[src/rtl/fwd_hazard_unit.sv]
// Operand forwarding and load-use hazard control for a five-stage pipeline.
// Picks each EX operand from EX/MEM, MEM/WB, a one-cycle write-back hold
// register or the register file, and stretches load-use stalls to LOAD_LAT
// bubbles while keeping a saturating count of stall cycles.
module fwd_hazard_unit #(
   parameter int DATA_W    = 32,
   parameter int AW        = 5,
   parameter int LOAD_LAT  = 1,
   parameter int WB_BYPASS = 1,
   parameter int CNT_W     = 16
) (
   input  logic              clk,
   input  logic              rst_n,
   input  logic [AW-1:0]     ifid_rs,
   input  logic [AW-1:0]     ifid_rt,
   input  logic [AW-1:0]     idex_rs,
   input  logic [AW-1:0]     idex_rt,
   input  logic [AW-1:0]     idex_rd,
   input  logic              idex_memread,
   input  logic              idex_regwrite,
   input  logic [DATA_W-1:0] idex_rs_data,
   input  logic [DATA_W-1:0] idex_rt_data,
   input  logic [AW-1:0]     exmem_rd,
   input  logic [AW-1:0]     memwb_rd,
   input  logic              exmem_regwrite,
   input  logic              memwb_regwrite,
   input  logic [DATA_W-1:0] exmem_data,
   input  logic [DATA_W-1:0] memwb_data,
   input  logic              cnt_clr,
   output logic [1:0]        fwd_a,
   output logic [1:0]        fwd_b,
   output logic [DATA_W-1:0] op_a,
   output logic [DATA_W-1:0] op_b,
   output logic              stall,
   output logic              bubble,
   output logic [CNT_W-1:0]  stall_cnt
);

   typedef enum logic {RUN, STALL} state_t;

   state_t             state_q, state_d;
   logic [2:0]         bcnt_q, bcnt_d;
   logic [AW-1:0]      hold_rd_q;
   logic [DATA_W-1:0]  hold_data_q;
   logic               hold_we_q;
   logic [CNT_W-1:0]   stall_cnt_q, stall_cnt_d;
   logic               detect;
   logic               stall_raw;

   // Source selection for one operand; register 0 is never forwarded.
   function automatic logic [1:0] fwd_sel(input logic [AW-1:0] r);
      logic [1:0] s;
      s = 2'b00;
      if (r != '0) begin
         if (exmem_regwrite && exmem_rd == r)
            s = 2'b10;
         else if (memwb_regwrite && memwb_rd == r)
            s = 2'b01;
         else if ((WB_BYPASS != 0) && hold_we_q && hold_rd_q == r)
            s = 2'b11;
      end
      return s;
   endfunction

   function automatic logic [DATA_W-1:0] fwd_mux(input logic [1:0] s,
                                                 input logic [DATA_W-1:0] rf);
      logic [DATA_W-1:0] v;
      case (s)
         2'b10:   v = exmem_data;
         2'b01:   v = memwb_data;
         2'b11:   v = hold_data_q;
         default: v = rf;
      endcase
      return v;
   endfunction

   // Combinational forwarding for both operands, active in every state.
   always_comb begin
      fwd_a = fwd_sel(idex_rs);
      fwd_b = fwd_sel(idex_rt);
      op_a  = fwd_mux(fwd_a, idex_rs_data);
      op_b  = fwd_mux(fwd_b, idex_rt_data);
   end

   assign detect = idex_memread && idex_regwrite && (idex_rd != '0) &&
                   ((idex_rd == ifid_rs) || (idex_rd == ifid_rt));

   // Keep the retiring write-back result one more cycle as a third source.
   always_ff @(posedge clk or negedge rst_n) begin
      if (!rst_n) begin
         hold_rd_q   <= '0;
         hold_data_q <= '0;
         hold_we_q   <= 1'b0;
      end else begin
         hold_rd_q   <= memwb_rd;
         hold_data_q <= memwb_data;
         hold_we_q   <= memwb_regwrite;
      end
   end

   // Stall FSM state and remaining-bubble counter.
   always_ff @(posedge clk or negedge rst_n) begin
      if (!rst_n) begin
         state_q <= RUN;
         bcnt_q  <= '0;
      end else begin
         state_q <= state_d;
         bcnt_q  <= bcnt_d;
      end
   end

   // Next state: the detecting cycle is the first bubble, STALL adds the rest.
   always_comb begin
      state_d   = state_q;
      bcnt_d    = bcnt_q;
      stall_raw = 1'b0;
      case (state_q)
         RUN: begin
            stall_raw = detect;
            if (detect && (LOAD_LAT > 1)) begin
               state_d = STALL;
               bcnt_d  = 3'(LOAD_LAT - 1);
            end
         end
         STALL: begin
            stall_raw = 1'b1;
            bcnt_d    = bcnt_q - 3'd1;
            if (bcnt_q <= 3'd1) begin
               state_d = RUN;
               bcnt_d  = '0;
            end
         end
         default: begin
            state_d = RUN;
            bcnt_d  = '0;
         end
      endcase
   end

   // Hazard outputs are forced low while reset is asserted.
   always_comb begin
      stall  = stall_raw & rst_n;
      bubble = stall_raw & rst_n;
   end

   // Saturating stall-cycle counter; clear takes precedence.
   always_comb begin
      stall_cnt_d = stall_cnt_q;
      if (cnt_clr)
         stall_cnt_d = '0;
      else if (stall_raw && !(&stall_cnt_q))
         stall_cnt_d = stall_cnt_q + 1'b1;
   end

   // Stall counter register.
   always_ff @(posedge clk or negedge rst_n) begin
      if (!rst_n)
         stall_cnt_q <= '0;
      else
         stall_cnt_q <= stall_cnt_d;
   end

   assign stall_cnt = stall_cnt_q;

endmodule

[config.mk]
export PLATFORM = sky130hd
export DESIGN_NAME = fwd_hazard_unit
export DESIGN_NICKNAME = d
export VERILOG_FILES = /design/src/rtl/fwd_hazard_unit.sv
export SDC_FILE = /design/constraint.sdc
export NUM_CORES = 1
export LEC_CHECK = 0
export CORE_UTILIZATION = 39
export DETAILED_ROUTE_END_ITERATION = 8
export GPL_TIMING_DRIVEN = 0
export PLACE_DENSITY = 0.88
export SKIP_CTS_REPAIR_TIMING = 1
export SYNTH_ARGS = -nofsm -noshare
export SYNTH_HDL_FRONTEND = slang
export SYNTH_SLANG_ARGS = --single-unit
[constraint.sdc]
create_clock -name clk -period 2.06 [get_ports clk]
set_input_delay 0.206 -clock clk [delete_from_list [all_inputs] [get_ports clk]]
set_output_delay 0.206 -clock clk [all_outputs]
set_load 0.02 [all_outputs]
; ---- Word-level counts from Yosys, hierarchy flattened
; Index checks and enable logic that the tools add are counted.
[classes]
n_lt_le_gt_ge = 1
div_mod_pow = 0
bitwise_logic = 2
add_sub_neg = 2
eq_ne = 14
reduce_logical = 17
muxes = 16
n_shift = 0
mul = 0
[ops]
columns = op, n
row1 = 32-bit case mux with 3 select lines, 2
row2 = 5-bit equality test, 8
row3 = 16-bit two-way mux, 2
row4 = 16-bit by 1-bit adder with 16-bit output (second input constant), 1
row5 = 2-bit two-way mux, 8
row6 = 16-bit AND reduction, 1
row7 = 5-bit nonzero test, 3
row8 = 1-bit logical AND, 10
row9 = 2-bit equality test (second input constant), 4
row10 = 2-bit by 1-bit equality test with 1-bit output (second input constant), 2
row11 = 3-bit by 1-bit less-or-equal comparator with 1-bit output (second input constant), 1
row12 = 3-bit two-way mux, 1
row13 = 3-bit by 1-bit subtractor with 3-bit output (second input constant), 1
row14 = 1-bit two-way mux, 2
row15 = 1-bit case mux with 2 select lines, 1
row16 = 2-bit nonzero test, 1
row17 = 1-bit AND, 1
row18 = 1-bit zero test, 1
row19 = 1-bit logical OR, 1
row20 = 1-bit inverter, 1
[totals]
latch_bits = 0
output_inout_bits = 86
elab_cells = 58
memories = 0
mem_bits_rw = 0
in_bits = 170
ff_bits = 58
rom_bits = 0

; ---- Longest topological paths before layout
; Gate-level depths: netlist (run 1).
[depth]
word_depth = 8
mapped_depth = 8
mapped_depth_nobuf = 7

; ---- Least setup slack after synthesis (run 1)
; OpenSTA, ideal clock, no wires.
[synth_timing]
path_kind = flip-flop to output port
start = reg hold_rd_q[4]
end = out op_b[24]
path_slack_ns = -0.137
required_ns = 1.854
t_arrival_ns = 1.991
n_path_buf = 1
path_stages_with_launch = 7
cell_sequence = dfrtp_1 -> xor2_1 -> nor4_1 -> and3_1 -> o31ai_4 -> buf_2 -> o31ai_1
[synth_between]
elab_chain_len = 8
word_cells_on_any_way = 10
classes_between = eq/ne (4) / mux (5) / reduce/logical (1)
[synth_lines]
columns = item, line_no
row1 = from (decl), 43  ; logic [AW-1:0] hold_rd_q;
row2 = from (signal assigned), 95  ; hold_rd_q <= memwb_rd;
row3 = 5-bit equality test *, 59  ; else if ((WB_BYPASS != 0) && hold_we_q && hold_rd_q == r)
row4 = 1-bit logical AND *, 59
row5 = 2-bit two-way mux *, 59
row6 = 2-bit two-way mux *, 57  ; else if (memwb_regwrite && memwb_rd == r)
row7 = 2-bit two-way mux *, 55  ; if (exmem_regwrite && exmem_rd == r)
row8 = 2-bit two-way mux *, 54  ; if (r != '0) begin
row9 = 2-bit equality test or 2-bit by 1-bit equality test with 1-bit output (tied branches), 68  ; case (s)
row10 = 32-bit case mux with 3 select lines *, 68
row11 = to (decl), 33  ; output logic [DATA_W-1:0] op_b,
; Mark *: on every way between the ends. The rest lies on a longest branch, timed or not.

; ---- Worst setup path after layout (run 1)
[layout_timing]
start = reg hold_rd_q[1]
end = out op_a[24]
[layout_between]
elab_chain_len = 8
word_cells_on_any_way = 10
classes_between = eq/ne (4) / mux (5) / reduce/logical (1)
[layout_lines]
columns = item, line_no
row1 = 5-bit equality test *, 59
row2 = 1-bit logical AND *, 59
row3 = 2-bit two-way mux *, 59
row4 = 2-bit two-way mux *, 57
row5 = 2-bit two-way mux *, 55
row6 = 2-bit two-way mux *, 54
row7 = 2-bit equality test or 2-bit by 1-bit equality test with 1-bit output (tied branches), 68
row8 = 32-bit case mux with 3 select lines *, 68
row9 = to (decl), 32  ; output logic [DATA_W-1:0] op_a,
; Marks and branches as above.

==> summary.txt, run 1 <==
Status
  • Status: finished with violations
  • Failing checks: setup timing

Layout
  • Post-Layout Cell Count: 971
  • Layout cells sized above 1: 27.32%
  • Ant. Diodes: 0
  • Layout Area Growth over Synthesis: 83.30%
  • Post-route cell area: 8059 µm²
  • Post-layout net count: 998
  • FILL cells: 775

Pwr
  • Cell area power density: 469.9 nW/µm²
  • PnR Total Power: 0.003787 W
  • VDD IR max: 0.0003020 V
  • Leak pwr: 3.580 nW
  • Power share of the clock group: 36.2%
  • Sequential Power Share: 31.8%
  • Switching power: 0.001163 W
  • Logic pwr share: 32.0%
  • Cell-internal power: 0.002624 W
  • Switch share: 30.71%

Worst setup path
  • Largest fanout on the critical path: 10
  • Crit path DAT: 2600 ps
  • Setup Crit Path Kind: register to primary output
  • CP startpoint kind: register
  • Reg2reg start: stall_cnt[1]$_DFFE_PN0P_
  • Crit path required time: 1850 ps
  • R2R depth: 8
  • R2R Setup Slk: -150 ps
  • Worst Setup End Kind: primary output
  • Worst setup path start: hold_rd_q[1]$_DFF_PN0_
  • R2r endpoint: stall_cnt[9]$_DFFE_PN0P_

Job
  • MaxCap Viol Count: 0

STA
  • Fin worst setup slack: -743.0 ps
  • Final worst clock skew: 2.084 ps
  • Max frequency: 356.8 MHz
  • Setup tns final: -37630 ps
  • RSZ-0062 raised after global routing: yes
  • Hold WS: 73.84 ps
  • Slew Viols, Final: 0
  • Final setup violation count: 73
  • Relative slew slack: 56.47%
  • Post-route minimum period: 2803 ps
  • Hold Fails Final Rpt: 0
  • Fin crit share: 136.1%
  • Worst Max-Slew Pin Slew: 648.0 ps

Logic synthesis
  • Syn_area_per_cell: 8.455 µm²
  • Synth warn: 0
  • Post-Syn Area: 4397 µm²
  • Netlist cell types: 63
  • Asr flop ratio synth: 100.0%
  • Seq/Total Area, Yosys: 33.01%
  • Top FF cell, synth: dfrtp_1
  • Synth Register Bits: 58
  • Syn_nets: 692
  • Share of the synthesized area in the top cell type: 33.01%
  • EDFF count, synth: 0
  • Dominant cell type by area after synthesis: dfrtp_1
  • Synthesized instance count: 520
  • Top post-synthesis cells by area: dfrtp_1 33%, a21oi_1 6.9%, xor2_1 5.6%, nor2_1 4.6%, a222oi_1 3.9%

Worst hold path
  • Hold EP: hold_rd_q[4]$_DFF_PN0_
  • Worst Hold Path Cells: 1
  • HP Class: primary input to register
  • HP Start: memwb_rd[4]

Placed design
  • Placed cell area: 7211 µm²
  • GPL Wtd Cong: 0.9387
  • Post-Place Cells: 916
  • IO Port Bufs: 255
  • Final HPWL DP: 15000 µm

Die
  • Core ar.: 10890 µm²
  • DIE AREA: 11700 µm²
  • Die X-Extent: 108.2 µm
  • Std-Cell Rows: 38
  • Die extent in y: 108.2 µm
  • Initial Util: 40.38%
  • I/O pin cnt: 256

CTS
  • CTS Buf Count: 9
  • Clk pin slew, worst setup/hold paths: 80 ps
  • # H-tree levels: 3
  • TritonCTS clock tree: yes
  • CTS sink cnt: 58
  • Worst-Skew Late Latency: 350 ps
  • CTS root buffer: clkbuf_8
  • Clock tree buffer depth: 2

Route
  • DRT Pass-1 Iters: 9
  • Antenna-violating nets left: 0
  • Drt via density: 6.246
  • DRT Wirelength: 21820 µm
  • Iter 0 DRT Violations: 731
  • Vias: 6065
  • DRC: 0
  • Drt wl/cell: 22.47 µm

Global route
  • Largest net degree at the start of global routing: 38
  • First-pass GRT wire length: 28960 µm
  • Initial antenna violation count: 0
  • Global route overflow: 0
  • Vias in the first global route: 5449
  • Overall Global Routing Usage: 32.38%
## cells in the mapped netlist, types with 2 or more instances
library cell,count
o21ai_1,21
nand2_1,32
a222oi_1,17
inv_1,22
o221ai_1,16
mux2_2,3
a21oi_1,61
buf_2,13
o21ai_0,13
nand2b_1,2
a31oi_1,7
ha_1,2
a221oi_1,8
and2_1,2
nor4_2,2
buf_1,2
nand3b_1,2
buf_6,4
and4_1,3
nor3_1,12
nand4_1,5
nor2b_1,5
xnor2_1,14
xor2_1,28
o221a_2,4
nor2_1,54
dfrtp_1,58
o211ai_1,3
or3_1,7
a221o_1,8
o31ai_1,4
nor2_2,2
clkbuf_1,12
buf_4,3
a221oi_2,7
and3_1,16
nand3_1,18
o21a_1,3
## sequential cells by signal (all words and copies together) (netlist names)
name / count
hold_we_q: 1
hold_data_q: 32
state_q: 1
hold_rd_q: 5
bcnt_q: 3
stall_cnt: 16
## power groups by stage
stage          logic (W)  clock network, W  registers (W)
3_3_place_gp     0.00116                 0        0.00122
2_1_floorplan   0.000460                 0        0.00122
4_1_cts          0.00118           0.00137        0.00120
3_5_place_dp     0.00118                 0        0.00122
6_report         0.00121           0.00137        0.00121
5_1_grt          0.00127           0.00144        0.00121
## critical path: stages (launching register included)
cell            delay, ps
dfrtp_1               410
xor2_1                190
nor4_2                320
nand3_2               210
a31oi_2               380
buf_4                 260
nor2_1                 70
a31oi_2               150
dlymetal6s2s_1        260
## area by class of cell
type / instances / area (µm²) / area share [%]
clock buffers: 10 / 137.6 / 1.708
well taps: 140 / 175.2 / 2.174
plain buffers: 33 / 269.0 / 3.338
flip-flops and latches: 58 / 1453 / 18.03
clock inverters: 6 / 113.9 / 1.413
inverters: 22 / 82.58 / 1.025
repair buffers: 295 / 2838 / 35.21
multi-input cells: 407 / 2990 / 37.11
## metal layers
layer | GRT usage (%) | vias to the layer above | wire (µm)
li1 | - | 2584 | -
met1 | 39.78 | 2895 | 8167
met2 | 55.51 | 488 | 10560
met3 | 5.124 | 98 | 2055
met4 | 14.77 | 0 | 1038
met5 | 0 | - | 0
## cells in the final DEF, fill, tap and decap left out, drive strengths merged, types with 2 or more instances in the layout
cell type and instances:
nand2b 2, inv 22, dfrtp 58, nand3b 2, clkdlybuf4s50 160, a222oi 17, and3 17, clkbuf 48
mux2 4, or3 7, a31oi 7, and2 2, a21oi 61, xor2 28, nand2 32, a221oi 15
buf 90, or4 2, xnor2 14, dlymetal6s2s 39, nor4 4, clkinvlp 2, o31ai 5, nand4 5
and4 3, a221o 8, nand3 19, ha 2, bufinv 3, o221a 4, o211ai 3, nor2b 5
nor2 57, o221ai 16, o21ai 35, or2 2, o21a 4, nor3 14
## how the worst max path moves through the flow
| stage | endpoint | slack (ps) | cells past startpoint |
|---|---|---|---|
| after floorplan | op_b[18] | -8 | 7 |
| after global placement | stall | -1840 | 4 |
| after detailed placement | op_a[25] | -1510 | 9 |
| after CTS | op_a[25] | -1490 | 9 |
| after global routing | op_a[10] | -860 | 8 |
| final | op_a[24] | -740 | 8 |
## per-stage QoR
step,setup WS [ps],util (%)
after floorplan,-8.322,-
after global placement,-1837,66.09
after detailed placement,-1514,66.23
after CTS,-1486,68.54
after global routing,-859.2,74.02
final,-743.0,74.02
## cell families (layout without fill, tap and decap cells)
kind of cell    Yosys count  after routing  synth area share (%)
flops                    58             58                 33.01
simple gates            174            174                 20.69
fa+ha+maj                 2              2                0.5691
compound gates          183            184                 30.02
mux                       5              5                 1.252
xor+xnor                 42             42                 8.367
buf+inv                  56            366                 6.090
(Power assumes the default switching activity.)
==> run 2, diff against run 1 <==
--- a/config.mk
+++ b/config.mk
@@ -5,6 +5,7 @@
 export SDC_FILE = /design/constraint.sdc
 export NUM_CORES = 1
 export LEC_CHECK = 0
+export ABC_CLOCK_PERIOD_IN_PS = 2060
 export CORE_UTILIZATION = 39
 export DETAILED_ROUTE_END_ITERATION = 8
 export GPL_TIMING_DRIVEN = 0
==> results of run 2 <==
Final layout, timing and power as in run 1 (identical DEF).
==> run 3, diff against run 2 <==
--- a/config.mk
+++ b/config.mk
@@ -10,6 +10,7 @@
 export DETAILED_ROUTE_END_ITERATION = 8
 export GPL_TIMING_DRIVEN = 0
 export PLACE_DENSITY = 0.88
+export REMOVE_ABC_BUFFERS = 1
 export SKIP_CTS_REPAIR_TIMING = 1
 export SYNTH_ARGS = -nofsm -noshare
 export SYNTH_HDL_FRONTEND = slang
==> summary.txt, run 3 (synthesized netlist as in run 1, its figures left out) <==
Status
  • Status: finished with violations (unchanged)
  • Failing checks: setup timing (unchanged)

CTS
  • # H-tree levels: 3 (unchanged)
  • Worst-Skew Late Latency: 360 ps (was 350 ps)
  • CTS Buf Count: 9 (unchanged)
  • TritonCTS clock tree: yes (unchanged)
  • Clk pin slew, worst setup/hold paths: 70 ps (was 80 ps)
  • CTS root buffer: clkbuf_8 (unchanged)
  • CTS sink cnt: 58 (unchanged)
  • Clock tree buffer depth: 2 (unchanged)

Layout
  • Top reg by flops: hold_data_q (unchanged)
  • Area of the multi-input gates: 3104 µm² (was 2990 µm²)
  • Largest register FFs: 32 (unchanged)
  • Layout cells sized above 1: 29.00% (was 27.32%)
  • Final Util: 75.01% (was 74.02%)
  • Post-route cell area: 8167 µm² (was 8059 µm²)
  • Layout Area Growth over Synthesis: 85.74% (was 83.30%)
  • Ant. Diodes: 0 (unchanged)
  • FILL cells: 725 (was 775)
  • Post-layout net count: 1005 (was 998)
  • Commonest cells after routing, fill and taps aside: 168 x clkdlybuf4s50_1, 88 x buf_4, 56 x a21oi_1, 56 x dfrtp_1, 51 x nor2_1 (was 160 x clkdlybuf4s50_1, 61 x buf_4, 57 x dfrtp_1, 51 x nor2_1, 49 x a21oi_1)
  • Register Area: 1454 µm² (was 1453 µm²)
  • Most common cell after layout, fill and taps aside: clkdlybuf4s50_1 (unchanged)

Route
  • Drt wl/cell: 22.74 µm (was 22.47 µm)
  • DRT Wirelength: 22240 µm (was 21820 µm)
  • DRC: 0 (unchanged)
  • DRT Pass-1 Iters: 8 (was 9)
  • Drt via density: 6.227 (was 6.246)
  • Iter 0 DRT Violations: 916 (was 731)
  • Antenna-violating nets left: 0 (unchanged)
  • Vias: 6090 (was 6065)

Placed design
  • Final HPWL DP: 13250 µm (was 15000 µm)
  • Pre-CTS setup slack: -2101 ps (was -1514 ps)
  • Placed cell area: 7046 µm² (was 7211 µm²)
  • GPL Wtd Cong: 0.8873 (was 0.9387)
  • IO Port Bufs: 255 (unchanged)

Worst hold path
  • HP Start: memwb_rd[4] (unchanged)
  • HP Class: primary input to register (unchanged)
  • Hold EP: hold_rd_q[4]$_DFF_PN0_ (unchanged)
  • Worst Hold Path Cells: 1 (unchanged)

Pwr
  • VDD IR max: 0.0002558 V (was 0.0003020 V)
  • Power share of the clock group: 31.6% (was 36.2%)
  • Logic pwr share: 34.9% (was 32.0%)
  • Leak pwr: 3.490 nW (was 3.580 nW)
  • Sequential Power Share: 33.5% (was 31.8%)
  • Switch share: 32.57% (was 30.71%)
  • Switching power: 0.001175 W (was 0.001163 W)
  • Cell-internal power: 0.002434 W (was 0.002624 W)
  • Cell area power density: 441.9 nW/µm² (was 469.9 nW/µm²)

STA
  • Final setup violation count: 69 (was 73)
  • RSZ-0062 raised after global routing: yes (unchanged)
  • Post-route minimum period: 2803 ps (about the same)
  • Worst Max-Slew Pin Slew: 784.6 ps (was 648.0 ps)
  • Final worst clock skew: 10.00 ps (was 2.084 ps)
  • Max frequency: 356.8 MHz (about the same)
  • Setup tns final: -39400 ps (was -37630 ps)
  • Fin crit share: 136.1% (about the same)
  • Hold Fails Final Rpt: 0 (unchanged)
  • Hold WS: 78.92 ps (was 73.84 ps)
  • Slew Viols, Final: 0 (unchanged)
  • Fin worst setup slack: -742.8 ps (was -743.0 ps)
  • Relative slew slack: 47.53% (was 56.47%)

Worst setup path
  • R2R Setup Slk: -20 ps (was -150 ps)
  • Reg2reg start: stall_cnt[0]$_DFFE_PN0P_ (was stall_cnt[1]$_DFFE_PN0P_)
  • Setup Crit Path Kind: register to primary output (unchanged)
  • R2R depth: 7 (was 8)
  • Crit path DAT: 2600 ps (about the same)
  • Largest fanout on the critical path: 14 (was 10)
  • R2r endpoint: stall_cnt[13]$_DFFE_PN0P_ (was stall_cnt[9]$_DFFE_PN0P_)
  • Crit path required time: 1850 ps (about the same)
  • CP startpoint kind: register (unchanged)
  • Worst Setup End Kind: primary output (unchanged)

Die
  • Core ar.: 10890 µm² (unchanged)
  • Initial Util: 40.38% (unchanged)
  • DIE AREA: 11700 µm² (unchanged)
  • Die extent in y: 108.2 µm (unchanged)
  • Std-Cell Rows: 38 (unchanged)
  • I/O pin cnt: 256 (unchanged)
  • Die X-Extent: 108.2 µm (unchanged)

Global route
  • Initial antenna violation count: 1 (was 0)
  • Largest net degree at the start of global routing: 37 (was 38)
  • Vias in the first global route: 5572 (was 5449)
  • Global route overflow: 0 (unchanged)
  • Overall Global Routing Usage: 30.87% (was 32.38%)
  • First-pass GRT wire length: 27950 µm (was 28960 µm)

Job
  • MaxCap Viol Count: 0 (unchanged)
[run 3: worst max-delay path by stage]
| stage | startpoint | to | slack (ps) | cells past startpoint |
|---|---|---|---|---|
| final | hold_rd_q[4]$_DFF_PN0_ | op_a[9] | -740 | 8 |
| after global routing | hold_rd_q[4]$_DFF_PN0_ | op_a[9] | -770 | 8 |
| after CTS | idex_rt[1] | op_b[30] | -2110 | 8 |
| after detailed placement | idex_rt[1] | op_b[2] | -2100 | 7 |
| after global placement | idex_rs[2] | op_a[30] | -3430 | 8 |
| after floorplan | hold_rd_q[0]$_DFF_PN0_ | op_a[30] | -1300 | 5 |
[run 3: layout make-up]
cell class	instances	share of cell area [%]
inverter	22	1.011
tap	140	2.145
timing repair buffer	331	38.61
clock buffer	14	1.992
clock inverter	2	0.4290
multi-input combinational	411	38.01
sequential	58	17.80
[run 3: per-stage QoR]
step / power, W / instances
2_1_floorplan: 0.001645 / 486
3_3_place_gp: 0.002333 / 881
3_5_place_dp: 0.002374 / 886
4_1_cts: 0.003485 / 902
5_1_grt: 0.003709 / 978
6_report: 0.003609 / 978
[run 3: worst max-delay path, stage by stage (launching register included)]
cell and delay, ps:
dfrtp_1 420, xor2_1 190, nor4_2 310, nand3_2 190
nor4_4 290, buf_4 300, a222oi_1 160, o21ai_1 120
dlymetal6s2s_1 250
[run 3: power groups by stage]
stage / logic [W] / registers [W] / clock network [W]
floorplan: 0.000427 / 0.00122 / 0
global placement: 0.00111 / 0.00122 / 0
detailed placement: 0.00115 / 0.00122 / 0
CTS: 0.00116 / 0.00120 / 0.00113
global route: 0.00131 / 0.00121 / 0.00118
finish: 0.00126 / 0.00121 / 0.00114
[run 3: routing by layer]
layer	share of wire (%)	GRT usage, %
met5	0.076	0
met4	4.8	16.63
met1	36	35.80
met2	49	53.37
met3	9.6	6.088
==> RTL edit 1, RTL diff (settings of run 1) <==
`hold_data_q` no longer has a reset.
--- a/src/rtl/fwd_hazard_unit.sv
+++ b/src/rtl/fwd_hazard_unit.sv
@@ -91,3 +91,2 @@
          hold_rd_q   <= '0;
-         hold_data_q <= '0;
          hold_we_q   <= 1'b0;
@@ -95,5 +94,8 @@
          hold_rd_q   <= memwb_rd;
-         hold_data_q <= memwb_data;
          hold_we_q   <= memwb_regwrite;
       end
+   end
+
+   always_ff @(posedge clk) begin
+      hold_data_q <= memwb_data;
    end
Function: no difference found for any inputs over 10 cycles, from zero or initial values and one cycle with rst_n low; that may be too few to reach the edited logic, so the function may still have changed.
==> RTL edit 1 against run 1 <==
The run still ends with negative setup slack left. Global-route usage is 0.45 points lower. Design area grew 4.6%. Worst hold slack improved by 0.016 ns. Setup slack gained 0.16 ns. Area after synthesis fell by 3.7%. Register-to-register slack improved by 0.25 ns. Synthesized cell count decreased by 3.1%. Non-clock buffer count up 4. Routed wire length rose by 5.2%. Sequential cell count unchanged. Utilization up 6.9 points. Total power shrank 2.5%. Critical path type unchanged. Critical endpoint is now op_a[20]. Highest routed layer unchanged.
==> RTL edit 1: results (changes against run 1) <==
set qor(run_status) {finished with violations}
set qor(violations) {negative setup slack}
set qor(placedInstanceArea_um2) 6970 ;# -3.3%
set qor(grt_pass1_wl_mm) 28.1 ;# -3.1%
set qor(regToRegEndpoint) {stall_cnt[4]}
set qor(setup-violations-final) 68 ;# -6.8%
set qor(synth_async_sr_flop_share_pct) 44.8 ;# -55 points
set qor(fin_ws_ns) -0.581 ;# +0.162 ns
set qor(largest_cells_by_area_after_synthesis) {sky130_fd_sc_hd__dfrtp_1 (15%), sky130_fd_sc_hd__dfxtp_1 (15%), sky130_fd_sc_hd__a21oi_1 (8.9%), sky130_fd_sc_hd__a2bb2oi_1 (7.9%), sky130_fd_sc_hd__o221ai_1 (7.9%)}
set qor(post_synth_most_frequent_cells) {sky130_fd_sc_hd__a21oi_1 (75), sky130_fd_sc_hd__nand2_1 (47), sky130_fd_sc_hd__a2bb2oi_1 (38), sky130_fd_sc_hd__o221ai_1 (38), sky130_fd_sc_hd__nand3_1 (34)}
set qor(yosys.area_share.adder_pct) 0.591 ;# +0.022 points
set qor(tightest_slew_ns) 0.505 ;# -0.143 ns
set qor(seq_area_frac_synth_pct) 30.5 ;# -2.5 points
set qor(vdd_ir_drop_max_uv) 334 ;# +11%
set qor(leakage_uw) 0.00341 ;# -4.8%
set qor(drt_first_pass_iters) 6 ;# -3
set qor(vias_in_the_first_global_route) 5581 ;# +2.4%
set qor(pin_count_of_the_biggest_net_entering_global_routing) 28 ;# -26%
set qor(dominantRegCellSynth) {sky130_fd_sc_hd__dfxtp_1}
set qor(multi_input_area_um2) 3390 ;# +13%
set qor(synth_cell_type_count) 54 ;# -14%
set qor(r2r_slack_ns) 0.10 ;# +0.25 ns
set qor(globalRouteTotalUtil_pct) 31.9 ;# -0.45 points
set qor(finalNetCount) 980 ;# -1.8%
set qor(setup.worst_path.end) {op_a[20]}
set qor(min_from) {memwb_rd[2]}
set qor(reg2regPathDepth) 6 ;# -2
set qor(critPathMaxFanout) 5 ;# -5
set qor(design_power_total_uw) 3690 ;# -2.5%
set qor(wire_per_inst_um) 24.2 ;# +7.7%
set qor(timing.rr.start) {stall_cnt[7]}
set qor(synth_xor_xnor_area_share_pct) 8.48 ;# +0.11 points
[RTL edit 1: final cells by class]
class                           instances  share of cell area (%)
Buffer                                 39                    4.02
Inverter                                6                   0.267
Clock buffer                           14                    2.06
Clock inverter                          2                   0.119
Sequential cell                        58                    15.4
Timing Repair Buffer                  293                    35.9
Multi-Input combinational cell        401                    40.2
Tap cell                              136                    2.02
[RTL edit 1: stage by stage]
stage	instances	setup slack [ns]
floorplan	504	-0.0725
global placement	895	-1.54
detailed placement	895	-1.54
CTS	911	-1.55
global route	949	-0.651
finish	949	-0.581
[RTL edit 1: how the worst min path moves through the flow]
stage | depth (start not counted) | endpoint | slack (ns)
floorplan | 0 | bcnt_q[0] | -0.09
global placement | 2 | bcnt_q[2] | 0.51
detailed placement | 2 | bcnt_q[2] | 0.52
CTS | 1 | hold_data_q[30] | 0.36
global route | 1 | hold_rd_q[2] | 0.09
finish | 1 | hold_rd_q[2] | 0.09
[RTL edit 1: kinds of logic after synthesis]
kind of cell / count (synthesis)
and+or+nand+nor: 147
DFF: 58
buffers and inverters: 45
adders and majority gates: 2
xor gates and xnor gates: 41
AOI/OAI and AO/OA: 205
muxes: 6
[RTL edit 1: report_power, final]
part | internal (uW) | leakage [uW] | switching (uW)
Clock | 542 | 0.0000956 | 518
Combinational | 783 | 0.00269 | 647
Sequential | 1170 | 0.000616 | 33.7
[RTL edit 1: per-layer routing]
layer | vias to the layer above | GRT usage, % | share of wire, %
met2 | 540 | 55.8 | 48
met4 | 0 | 15.1 | 6.5
met3 | 143 | 6.68 | 11
met1 | 2846 | 37.1 | 35
met5 | - | 0 | 0
li1 | 2575 | - | -
==> RTL edit 2, RTL diff (settings of run 1) <==
Without the edit above. The parameter `DATA_W` goes from 32 to 36.
--- a/src/rtl/fwd_hazard_unit.sv
+++ b/src/rtl/fwd_hazard_unit.sv
@@ -5,3 +5,3 @@
 module fwd_hazard_unit #(
-   parameter int DATA_W    = 32,
+   parameter int DATA_W    = 36,
    parameter int AW        = 5,
Interface: changed (6 resized); port bits go from 256 to 280. The function was not compared with the original's and may differ.
==> RTL edit 2 against run 1 <==
The flow finishes with violations (negative hold slack, negative setup slack). Utilization rose by 5.3 points. First-iteration DRC count rose by 27%. Design area rose by 15%. Total power up 13%. Count of clock-buffer cells in the layout down 1. Synthesized cell count increased by 5.4%. Setup slack better by 0.059 ns. Die area rose by 8.2%. Sequential share of layout area shrank 1.2 points. Area after synthesis rose by 8.3%. Sequential cell count increased by 4. Worst hold slack worse by 0.079 ns. Routed wire length rose by 22%. Global-route usage rose by 4.0 points. Critical path type unchanged. Largest cell class is now multi-input combinational cells. Largest power group is now combinational logic.
==> RTL edit 2: results (changes against run 1) <==
set qor(finalNetCount) 1063 ;# +6.5%
set qor(switch_pwr_uw) 1420 ;# +22%
set qor(drt_first_pass_iters) 6 ;# -3
set qor(violations) {negative hold slack, negative setup slack}
set qor(leakage_uw) 0.00381 ;# +6.4%
set qor(hpwl_mm) 17.6 ;# +17%
set qor(setup.worst_path.end) {op_b[7]}
set qor(synthesis.area_per_instance_um2) 8.69 ;# +2.8%
set qor(grt_pass1_wl_mm) 35.2 ;# +21%
set qor(drive_above_1_share_pct) 32.7 ;# +5.4 points
set qor(largest_cells_by_area_after_synthesis) {sky130_fd_sc_hd__dfrtp_1 (33%), sky130_fd_sc_hd__a21oi_1 (6.3%), sky130_fd_sc_hd__a2bb2oi_1 (4.4%), sky130_fd_sc_hd__o221ai_1 (4.4%), sky130_fd_sc_hd__a221o_1 (4.2%)}
set qor(post_synth_most_frequent_cells) {sky130_fd_sc_hd__dfrtp_1 (62), sky130_fd_sc_hd__a21oi_1 (60), sky130_fd_sc_hd__nand2_1 (47), sky130_fd_sc_hd__o21ai_0 (32), sky130_fd_sc_hd__nand3_1 (30)}
set qor(r2r_slack_ns) 0 ;# +0.15 ns
set qor(finalHoldWorstSlack_ns) -0.00566 ;# -0.0795 ns
set qor(run_status) {finished with violations}
set qor(critical-path-top-delay-family) {compound AO/OA/AOI/OAI gates}
set qor(critPathMaxFanout) 4 ;# -6
set qor(wirelength_routed_mm) 26.5 ;# +22%
set qor(multi_input_area_um2) 3640 ;# +22%
set qor(max_ffs_per_register) 36 ;# +13%
set qor(wire_per_inst_um) 25.9 ;# +15%
set qor(power.sequential.fraction_pct) 30.3 ;# -1.5 points
set qor(portBuffers) 277 ;# +8.6%
set qor(timing.rr.start) {stall_cnt[0]}
set qor(master_cell_of_the_clock_root_buffer) {sky130_fd_sc_hd__clkbuf_16}
set qor(cp.arrival_ns) 2.54 ;# -0.06 ns
set qor(p_seq_uw) 1300 ;# +7%
set qor(setup-violations-final) 77 ;# +5.5%
set qor(clockPowerShare_pct) 34.3 ;# -1.9 points
set qor(cts.clk_slew.worst_paths_ns) 0.06 ;# -0.02 ns
set qor(min-delay-path-class) {in -> async}
set qor(tightest_slew_ns) 0.890 ;# +0.242 ns
set qor(hold_viol_final) 11 ;# +11
set qor(fin_ws_ns) -0.684 ;# +0.0592 ns
set qor(pin_count_of_the_biggest_net_entering_global_routing) 64 ;# +68%
set qor(dp_slack_ns) -1.62 ;# -0.107 ns
set qor(seq_area_frac_synth_pct) 32.6 ;# -0.44 points
set qor(gpl.final_weighted_congestion) 0.930 ;# -0.98%
set qor(placedInstanceArea_um2) 7720 ;# +7.0%
set qor(drt_iter0_markers) 926 ;# +27%
set qor(vias_in_the_first_global_route) 6352 ;# +17%
set qor(synth_cell_type_count) 58 ;# -7.9%
set qor(globalRouteTotalUtil_pct) 36.4 ;# +4.0 points
RTL edit 2: cell types whose count changed after synthesis, sizes merged, moves of 15 or more:
cell	change
nand2	+16
inv	-19
mux2i	+16
o22a	+15
a222oi	-17
nor2	-31
a2bb2oi	+24
RTL edit 2: area by class of cell:
cell class | instances | area share [%]
clock inverters | 7 | 0.623
multi-input cells | 433 | 39.4
repair buffers | 318 | 34.0
flip-flops and latches | 62 | 16.8
inverters | 3 | 0.122
clock buffers | 9 | 2.44
plain buffers | 48 | 4.67
well taps | 143 | 1.94
RTL edit 2: metal layers:
layer  global-route usage (%)  wire length, um
met1                     42.3             9480
met2                     61.7            12700
met5                        0                0
met4                     19.0             1630
met3                     9.67             2770
RTL edit 2: kinds of logic after synthesis:
| group | share of synthesized area [%] |
|---|---|
| AO/OA/AOI/OAI | 33.4 |
| XOR/XNOR | 7.72 |
| adder cells (fa/ha/maj) | 0.525 |
| buffers and inverters | 5.75 |
| flip-flops | 32.6 |
| multiplexers | 4.05 |
| AND/OR/NAND/NOR | 16.0 |
